### config.mk
export PLATFORM = sky130hd
export DESIGN_NAME = alu_pipe_core_flat
export DESIGN_NICKNAME = d
export VERILOG_FILES = /design/src/rtl/alu_pipe_core_if.sv /design/src/rtl/alu_pipe_core.sv /design/src/flat_wrapper.sv
export SDC_FILE = /design/constraint.sdc
export NUM_CORES = 1
export LEC_CHECK = 0
export ABC_CLOCK_PERIOD_IN_PS = 5700
export BUFFER_PORTS_ARGS = -buffer_cell sky130_fd_sc_hd__buf_2
export CELL_PAD_IN_SITES_DETAIL_PLACEMENT = 0
export CELL_PAD_IN_SITES_GLOBAL_PLACEMENT = 1
export CORE_MARGIN = 4
export CORE_UTILIZATION = 32
export DETAILED_ROUTE_END_ITERATION = 16
export GPL_ROUTABILITY_DRIVEN = 0
export PLACE_DENSITY = 0.64
export SLEW_MARGIN = 20
export SYNTH_ARGS = -nofsm -noshare
export SYNTH_HDL_FRONTEND = slang
export SYNTH_SLANG_ARGS = --single-unit
### constraint.sdc
create_clock -name clk -period 5.7 [get_ports clk]
set_clock_uncertainty 0.1 [all_clocks]
set_input_delay 1.14 -clock clk [delete_from_list [all_inputs] [get_ports clk]]
set_output_delay 1.14 -clock clk [all_outputs]
set_load 0.05 [all_outputs]
### src/rtl/alu_pipe_core_if.sv
// Bus bundle between the stimulus driver, the ALU core and the result monitor.
// The driver owns the operand/command side, the core owns the result side.
interface alu_pipe_core_if #(
  parameter int N = 8,
  parameter int M = 4
);
  logic           ce;
  logic           mode;
  logic [M-1:0]   cmd;
  logic [1:0]     inp_valid;
  logic [N-1:0]   opa;
  logic [N-1:0]   opb;
  logic           cin;
  logic [2*N-1:0] res;
  logic           res_valid;
  logic           busy;
  logic           cout;
  logic           oflow;
  logic           e;
  logic           g;
  logic           l;
  logic           err;

  modport master (
    output ce, mode, cmd, inp_valid, opa, opb, cin,
    input  res, res_valid, busy, cout, oflow, e, g, l, err
  );

  modport slave (
    input  ce, mode, cmd, inp_valid, opa, opb, cin,
    output res, res_valid, busy, cout, oflow, e, g, l, err
  );
endinterface

### src/rtl/alu_pipe_core.sv
// Handshaked ALU core. Collects OPA/OPB, possibly in different cycles with a
// bounded wait, computes in one cycle (two for multiplies) and presents the
// result with a one-cycle res_valid strobe. Inputs are ignored while busy,
// except operand capture during the wait.
module alu_pipe_core #(
  parameter int N           = 8,
  parameter int M           = 4,
  parameter int WAIT_CYCLES = 16
) (
  input logic            clk,
  input logic            rst,
  alu_pipe_core_if.slave bus
);
  localparam int SW = $clog2(N);
  localparam int CW = $clog2(WAIT_CYCLES + 1);

  localparam logic [N:0]  ONE = 1;
  localparam logic [SW:0] NW  = N;

  // Arithmetic opcodes (mode = 1)
  localparam logic [M-1:0] A_ADD     = 0;
  localparam logic [M-1:0] A_SUB     = 1;
  localparam logic [M-1:0] A_ADD_CIN = 2;
  localparam logic [M-1:0] A_SUB_CIN = 3;
  localparam logic [M-1:0] A_INC_A   = 4;
  localparam logic [M-1:0] A_DEC_A   = 5;
  localparam logic [M-1:0] A_INC_B   = 6;
  localparam logic [M-1:0] A_DEC_B   = 7;
  localparam logic [M-1:0] A_CMP     = 8;
  localparam logic [M-1:0] A_MUL_INC = 9;
  localparam logic [M-1:0] A_MUL_SHL = 10;

  // Logical opcodes (mode = 0)
  localparam logic [M-1:0] L_AND    = 0;
  localparam logic [M-1:0] L_NAND   = 1;
  localparam logic [M-1:0] L_OR     = 2;
  localparam logic [M-1:0] L_NOR    = 3;
  localparam logic [M-1:0] L_XOR    = 4;
  localparam logic [M-1:0] L_XNOR   = 5;
  localparam logic [M-1:0] L_NOT_A  = 6;
  localparam logic [M-1:0] L_NOT_B  = 7;
  localparam logic [M-1:0] L_SHR1_A = 8;
  localparam logic [M-1:0] L_SHL1_A = 9;
  localparam logic [M-1:0] L_SHR1_B = 10;
  localparam logic [M-1:0] L_SHL1_B = 11;
  localparam logic [M-1:0] L_ROL    = 12;
  localparam logic [M-1:0] L_ROR    = 13;

  typedef enum logic [2:0] {S_IDLE, S_WAIT, S_EXEC, S_EXEC2, S_DONE} state_t;

  // Operands an opcode depends on: bit0 = A, bit1 = B.
  function automatic logic [1:0] needs(input logic m, input logic [M-1:0] c);
    logic [1:0] n;
    n = 2'b11;
    if (m) begin
      if (c == A_INC_A || c == A_DEC_A)      n = 2'b01;
      else if (c == A_INC_B || c == A_DEC_B) n = 2'b10;
    end else begin
      if (c == L_NOT_A || c == L_SHR1_A || c == L_SHL1_A)      n = 2'b01;
      else if (c == L_NOT_B || c == L_SHR1_B || c == L_SHL1_B) n = 2'b10;
    end
    return n;
  endfunction

  function automatic logic op_ok(input logic m, input logic [M-1:0] c);
    return m ? (c <= A_MUL_SHL) : (c <= L_ROR);
  endfunction

  state_t          state_q, state_d;
  logic [CW-1:0]   cnt_q, cnt_d;
  logic [1:0]      have_q, have_d;
  logic            start, timeout, bad_op;
  logic [1:0]      need_in, need_q;

  logic            mode_q, cin_q;
  logic [M-1:0]    cmd_q;
  logic [N-1:0]    a_q, b_q;
  logic [N:0]      fa_q, fb_q;

  logic [2*N-1:0]  r_res;
  logic            r_cout, r_oflow, r_e, r_g, r_l, r_err;

  logic            is_mul_q;
  logic [N:0]      a_x, b_x, add_ab, add_abc, sub_ab, sub_abc, bc_x;
  logic [N:0]      inc_a, dec_a, inc_b, dec_b;
  logic [SW-1:0]   sh;
  logic [N-1:0]    rol, ror;
  logic            rot_err;

  logic [2*N-1:0]  c_res;
  logic [N:0]      ar;
  logic [N-1:0]    lg;
  logic            use_lg;
  logic            c_cout, c_oflow, c_e, c_g, c_l, c_err;

  assign is_mul_q = mode_q && (cmd_q == A_MUL_INC || cmd_q == A_MUL_SHL);
  assign bus.busy = (state_q != S_IDLE);

  assign a_x     = {1'b0, a_q};
  assign b_x     = {1'b0, b_q};
  assign add_ab  = a_x + b_x;
  assign add_abc = a_x + b_x + {{N{1'b0}}, cin_q};
  assign sub_ab  = a_x - b_x;
  assign sub_abc = a_x - b_x - {{N{1'b0}}, cin_q};
  assign bc_x    = b_x + {{N{1'b0}}, cin_q};
  assign inc_a   = a_x + ONE;
  assign dec_a   = a_x - ONE;
  assign inc_b   = b_x + ONE;
  assign dec_b   = b_x - ONE;
  assign sh      = b_q[SW-1:0];
  assign rol     = (a_q << sh) | (a_q >> (NW - {1'b0, sh}));
  assign ror     = (a_q >> sh) | (a_q << (NW - {1'b0, sh}));
  assign rot_err = |(b_q >> SW);

  // Next-state logic: operand collection, bounded wait and execute sequencing.
  always_comb begin
    // NOTE: every signal written here gets a default first, so no latch is inferred.
    state_d = state_q;
    cnt_d   = cnt_q;
    have_d  = have_q;
    start   = 1'b0;
    timeout = 1'b0;
    bad_op  = 1'b0;
    need_in = needs(bus.mode, bus.cmd);
    need_q  = needs(mode_q, cmd_q);
    case (state_q)
      S_IDLE: begin
        if (bus.inp_valid != 2'b00) begin
          start  = 1'b1;
          have_d = bus.inp_valid;
          if (!op_ok(bus.mode, bus.cmd)) begin
            bad_op  = 1'b1;
            state_d = S_DONE;
          end else if ((need_in & ~bus.inp_valid) == 2'b00) begin
            state_d = S_EXEC;
          end else begin
            state_d = S_WAIT;
            cnt_d   = CW'(1);
          end
        end
      end
      S_WAIT: begin
        have_d = have_q | bus.inp_valid;
        if ((need_q & ~have_d) == 2'b00) begin
          state_d = S_EXEC;
        end else if (cnt_q == CW'(WAIT_CYCLES)) begin
          timeout = 1'b1;
          state_d = S_DONE;
        end else begin
          cnt_d = cnt_q + CW'(1);
        end
      end
      S_EXEC:  state_d = is_mul_q ? S_EXEC2 : S_DONE;
      S_EXEC2: state_d = S_DONE;
      S_DONE:  state_d = S_IDLE;
      default: state_d = S_IDLE;
    endcase
  end

  // State, wait counter and operand-present bookkeeping; frozen while ce is low.
  always_ff @(posedge clk or negedge rst) begin
    // NOTE: sequential state uses non-blocking assignments so every register samples pre-edge values.
    if (!rst) begin
      state_q <= S_IDLE;
      cnt_q   <= '0;
      have_q  <= '0;
    end else if (bus.ce) begin
      state_q <= state_d;
      cnt_q   <= cnt_d;
      have_q  <= have_d;
    end
  end

  // Command and operand capture: command on start, operands in IDLE or WAIT.
  always_ff @(posedge clk or negedge rst) begin
    if (!rst) begin
      mode_q <= 1'b0;
      cmd_q  <= '0;
      cin_q  <= 1'b0;
      a_q    <= '0;
      b_q    <= '0;
    end else if (bus.ce) begin
      if (start) begin
        mode_q <= bus.mode;
        cmd_q  <= bus.cmd;
        cin_q  <= bus.cin;
      end
      if ((start || state_q == S_WAIT) && bus.inp_valid[0]) a_q <= bus.opa;
      if ((start || state_q == S_WAIT) && bus.inp_valid[1]) b_q <= bus.opb;
    end
  end

  // Single-cycle ALU function of the latched command and operands.
  always_comb begin
    ar      = '0;
    lg      = '0;
    use_lg  = 1'b0;
    c_cout  = 1'b0;
    c_oflow = 1'b0;
    c_e     = 1'b0;
    c_g     = 1'b0;
    c_l     = 1'b0;
    c_err   = 1'b0;
    if (mode_q) begin
      case (cmd_q)
        A_ADD:     begin ar = add_ab;  c_cout  = add_ab[N];  end
        A_SUB:     begin ar = sub_ab;  c_oflow = (a_x < b_x); end
        A_ADD_CIN: begin ar = add_abc; c_cout  = add_abc[N]; end
        A_SUB_CIN: begin ar = sub_abc; c_oflow = (a_x < bc_x); end
        A_INC_A:   begin ar = inc_a;   c_cout  = inc_a[N];   end
        A_DEC_A:   begin ar = dec_a;   c_oflow = (a_q == '0); end
        A_INC_B:   begin ar = inc_b;   c_cout  = inc_b[N];   end
        A_DEC_B:   begin ar = dec_b;   c_oflow = (b_q == '0); end
        A_CMP: begin
          c_e = (a_q == b_q);
          c_g = (a_q > b_q);
          c_l = (a_q < b_q);
        end
        A_MUL_INC, A_MUL_SHL: ar = '0;  // product is formed in EXEC2
        default: c_err = 1'b1;
      endcase
    end else begin
      use_lg = 1'b1;
      case (cmd_q)
        L_AND:    lg = a_q & b_q;
        L_NAND:   lg = ~(a_q & b_q);
        L_OR:     lg = a_q | b_q;
        L_NOR:    lg = ~(a_q | b_q);
        L_XOR:    lg = a_q ^ b_q;
        L_XNOR:   lg = ~(a_q ^ b_q);
        L_NOT_A:  lg = ~a_q;
        L_NOT_B:  lg = ~b_q;
        L_SHR1_A: lg = a_q >> 1;
        L_SHL1_A: lg = a_q << 1;
        L_SHR1_B: lg = b_q >> 1;
        L_SHL1_B: lg = b_q << 1;
        L_ROL:    begin lg = rol; c_err = rot_err; end
        L_ROR:    begin lg = ror; c_err = rot_err; end
        default:  c_err = 1'b1;
      endcase
    end
    c_res = use_lg ? {{N{1'b0}}, lg} : {{(N-1){1'b0}}, ar};
  end

  // Result pipeline: EXEC/EXEC2 fill the staging registers, DONE publishes them.
  always_ff @(posedge clk or negedge rst) begin
    if (!rst) begin
      fa_q          <= '0;
      fb_q          <= '0;
      r_res         <= '0;
      r_cout        <= 1'b0;
      r_oflow       <= 1'b0;
      r_e           <= 1'b0;
      r_g           <= 1'b0;
      r_l           <= 1'b0;
      r_err         <= 1'b0;
      bus.res       <= '0;
      bus.res_valid <= 1'b0;
      bus.cout      <= 1'b0;
      bus.oflow     <= 1'b0;
      bus.e         <= 1'b0;
      bus.g         <= 1'b0;
      bus.l         <= 1'b0;
      bus.err       <= 1'b0;
    end else if (bus.ce) begin
      bus.res_valid <= 1'b0;
      case (state_q)
        S_IDLE, S_WAIT: begin
          if (bad_op || timeout) begin
            r_res   <= '0;
            r_cout  <= 1'b0;
            r_oflow <= 1'b0;
            r_e     <= 1'b0;
            r_g     <= 1'b0;
            r_l     <= 1'b0;
            r_err   <= 1'b1;
          end
        end
        S_EXEC: begin
          r_res   <= c_res;
          r_cout  <= c_cout;
          r_oflow <= c_oflow;
          r_e     <= c_e;
          r_g     <= c_g;
          r_l     <= c_l;
          r_err   <= c_err;
          if (cmd_q == A_MUL_INC) begin
            fa_q <= a_x + ONE;
            fb_q <= b_x + ONE;
          end else begin
            fa_q <= {a_q, 1'b0};
            fb_q <= b_x;
          end
        end
        S_EXEC2: r_res <= {{(N-1){1'b0}}, fa_q} * {{(N-1){1'b0}}, fb_q};
        S_DONE: begin
          bus.res       <= r_res;
          bus.cout      <= r_cout;
          bus.oflow     <= r_oflow;
          bus.e         <= r_e;
          bus.g         <= r_g;
          bus.l         <= r_l;
          bus.err       <= r_err;
          bus.res_valid <= 1'b1;
        end
        default: ;
      endcase
    end
  end
endmodule

### src/flat_wrapper.sv
// flat-port wrapper written by rule: the top's interface ports become plain ports
module alu_pipe_core_flat 
#(
  parameter int N           = 8,
  parameter int M           = 4,
  parameter int WAIT_CYCLES = 16
)
  (clk, rst, bus_ce, bus_mode, bus_cmd, bus_inp_valid, bus_opa, bus_opb, bus_cin, bus_res, bus_res_valid, bus_busy, bus_cout, bus_oflow, bus_e, bus_g, bus_l, bus_err);
  alu_pipe_core_if #(.N(N), .M(M)) bus_i ();
  input logic clk;
  input logic rst;
  input wire logic [$bits(bus_i.ce)-1:0] bus_ce;
  input wire logic [$bits(bus_i.mode)-1:0] bus_mode;
  input wire logic [$bits(bus_i.cmd)-1:0] bus_cmd;
  input wire logic [$bits(bus_i.inp_valid)-1:0] bus_inp_valid;
  input wire logic [$bits(bus_i.opa)-1:0] bus_opa;
  input wire logic [$bits(bus_i.opb)-1:0] bus_opb;
  input wire logic [$bits(bus_i.cin)-1:0] bus_cin;
  output wire logic [$bits(bus_i.res)-1:0] bus_res;
  output wire logic [$bits(bus_i.res_valid)-1:0] bus_res_valid;
  output wire logic [$bits(bus_i.busy)-1:0] bus_busy;
  output wire logic [$bits(bus_i.cout)-1:0] bus_cout;
  output wire logic [$bits(bus_i.oflow)-1:0] bus_oflow;
  output wire logic [$bits(bus_i.e)-1:0] bus_e;
  output wire logic [$bits(bus_i.g)-1:0] bus_g;
  output wire logic [$bits(bus_i.l)-1:0] bus_l;
  output wire logic [$bits(bus_i.err)-1:0] bus_err;
  assign bus_i.ce = bus_ce;
  assign bus_i.mode = bus_mode;
  assign bus_i.cmd = bus_cmd;
  assign bus_i.inp_valid = bus_inp_valid;
  assign bus_i.opa = bus_opa;
  assign bus_i.opb = bus_opb;
  assign bus_i.cin = bus_cin;
  assign bus_res = bus_i.res;
  assign bus_res_valid = bus_i.res_valid;
  assign bus_busy = bus_i.busy;
  assign bus_cout = bus_i.cout;
  assign bus_oflow = bus_i.oflow;
  assign bus_e = bus_i.e;
  assign bus_g = bus_i.g;
  assign bus_l = bus_i.l;
  assign bus_err = bus_i.err;
  alu_pipe_core #(.N(N), .M(M), .WAIT_CYCLES(WAIT_CYCLES)) u_core (.clk(clk), .rst(rst), .bus(bus_i));
endmodule
==> run summary <==
outcome = finished, final reports clean
I/O Pins = 51
Slowest Stage Delay on Critical Path = 550 ps
Total GRT Usage = 19.5%
postcts setup bufs = 0
chip width = 195 um
floorplan die height = 195 um
Max Freq = 0.214 GHz
Via density = 5.48
IO buf count = 50
dominant synthesized flop cell = dfrtp_1
top cell type by total area after synthesis = dfrtp_1
global-route wire length before repair = 58,900 um
worst setup margin = 1020 ps
1st-pass router iterations = 5
P&R area growth vs syn = 8.03%
initial drt markers = 952
Required @ worst endpoint = 5850 ps
top post-synthesis cells by area = dfrtp_1 21%, fa_1 9.2%, ha_1 8.5%, nand2_1 5.8%, xnor2_1 4.6%
final-report hold violation count = 0
Clock Latency Late Sink = 380 ps
# nets final = 1,502
CP max-delay cell = fa_1
n_diodes = 0
WP buf/inv = 3
via count = 9,899
most frequent CP cell = fa_1
Top Usage Layer GRT = met2
mux cell area share after synthesis = 7.13%
Critical Path Source Type = flop
Synth Area in Compound Gates = 18.8%
sequential-to-total area share from yosys stat = 21.3%
Setup Viol. Count Final = 0
Filler Cell Count = 3,685
Routed Antenna Nets = 0
Num CTS Buffers = 9
clock tree root driver cell = clkbuf_16
type of the most critical hold path = flop to flop
CTS tree = built
Adder-Cell Fraction of Synth Area = 17.7%
drt wl/cell = 20.5 um
xor/xnor cell area share of the yosys netlist = 6.35%
MaxCap Viol Count = 0
placement row count = 68
Cells after Synth = 1,355
DP Wirelength = 27,500 um
Non-Filler Instances = 1,808
met2 usage = 31.5%
clk slew on worst S/H paths = 80 ps
number of global-route vias before repair = 9,840
max-slew violations = 0
Starting Density = 32.3%
commonest cells after routing, fill and taps aside = 171 x nand2_1, 109 x inv_1, 94 x dfrtp_1
Final Util = 34.9%
GRT overflow = 0
Clock Tree Buf Depth = 2
clock period minus worst slack = 4680 ps
Mapped Nets = 1,509
CP Cell Sequence = nand2_1 > fa_1 > inv_1 > fa_1 > ha_1 > inv_1 > fa_1 > inv_1 > fa_1 > a21o_1 > a21oi_1 > o21bai_1 > a21oi_1 > o21ai_0 > a31oi_1 > xor2_1 > o21ai_0
met3 global-route usage = 2.98%
Mean Syn Cell Area = 8.23 um^2
GRT met1 Usage = 26.4%
flops & latches, synth = 95
crit-path leading delay family = adder cells
slew margin rel. = 30.9%
largest family of logic cells by synthesized area = simple AND/OR/NAND/NOR gates
Post-Syn Area = 11,100 um^2
Post-synth EDFFs = 0
Unique masters post-synth = 86
Arrival @ worst endpoint = 4830 ps
async set-reset flop share out of synthesis = 100%
placed cells = 1,792
DP Worst Slack = 1040 ps
initial antenna violation count = 0
layout cells sized above 1 = 12.6%
CORE AREA = 34,500 um^2
element type at the critical path end = flop
setup TNS = 0 ps
H-tree depth = 3
unrepaired setup endpoints after global routing = false
post-cts gate resize count = 0
pin count of the biggest net entering global routing = 61
flop2flop setup slack = 1020 ps
die area = 37,900 um^2
Hold Buf Count CTS = 0
Yosys top cell area share = 21.3%
Yosys warning count = 0
worst slew pin tran = 1020 ps
total wire length = 37,100 um
most common cell after layout, fill and taps aside = nand2_1
TritonCTS Sinks = 95
post-synthesis simple-gate area fraction = 20.6%
Crit Path Category = flop to flop
fin crit share = 82.1%
Crit Path Max Fanout = 10
drt drc = 0
-- per-stage QoR --
stage          hold slack (ps)  cell area, um^2
6_report                   374            12000
5_1_grt                    390            12000
4_1_cts                    379            12000
3_5_place_dp               361            11700
3_3_place_gp               352            11700
2_1_floorplan              341            11100
-- flip-flops by register name (all words and copies together), names as in the netlist, 2 cells and up --
| name | cells |
|---|---|
| u_core.bus.res | 16 |
| u_core.r_res | 16 |
| u_core.fa_q | 9 |
| u_core.fb_q | 9 |
| u_core.a_q | 8 |
| u_core.b_q | 8 |
| u_core.cnt_q | 5 |
| u_core.cmd_q | 4 |
| u_core.state_q | 3 |
| u_core.have_q | 2 |
-- worst min-delay path, cell delays in order, from the launching register on --
cell and delay [ps]:
dfrtp_1 340, nand2_1 40, o21ai_0 50
-- synth_stat cells (11+ instances only) --
master and n:
inv_1 109, o211ai_1 13, nor3_1 32, a211oi_1 16, clkbuf_1 48, ha_1 76
and2_1 51, nand2_1 171, dfrtp_1 95, nor2_1 82, xnor2_1 58, and3_1 12
nand3_1 31, mux2i_1 22, a31oi_1 14, nand2b_1 19, o22ai_1 11, nand4_1 16
xor2_1 21, a21oi_1 55, o21ai_0 82, mux2_2 31, fa_1 51, buf_2 28
-- final timing paths --
check / startpoint / to / cells past startpoint
max reg2reg: u_core.fa_q[3] / u_core.r_res[14] / 17
max in group asynchronous: rst / u_core.bus.res[15] / 2
min reg2reg: u_core.r_res[11] / u_core.r_res[11] / 2
min: u_core.r_res[11] / u_core.r_res[11] / 2
max: u_core.fa_q[3] / u_core.r_res[14] / 17
min in group asynchronous: rst / u_core.fb_q[8] / 1
-- metal layers --
metal	up-vias	share of wire, %
li1	4698	-
met1	4819	45
met2	306	46
met3	76	5.0
met4	0	3.8
met5	-	0
-- cell families (layout without fill, tap and decap cells) --
kind of cell             after synthesis  count (layout)
adder cells (fa/ha/maj)              127             127
AND/OR/NAND/NOR                      467             467
XOR/XNOR                              80              80
flip-flops                            95              95
buffers and inverters                213             211
multiplexers                          63              63
AO/OA/AOI/OAI                        310             310
-- area by class of cell --
cell class	instances	area, um^2	area share [%]
Multi-Input combinational cell	1047	7880	65.5
Sequential cell	95	2380	19.8
Tap cell	455	569	4.73
Timing Repair Buffer	76	448	3.72
Inverter	119	447	3.71
Clock buffer	9	225	1.87
Clock inverter	7	91.3	0.759
Power is not shown: default switching activity piles up to over one toggle a cycle in this logic, so the estimate is an artifact.
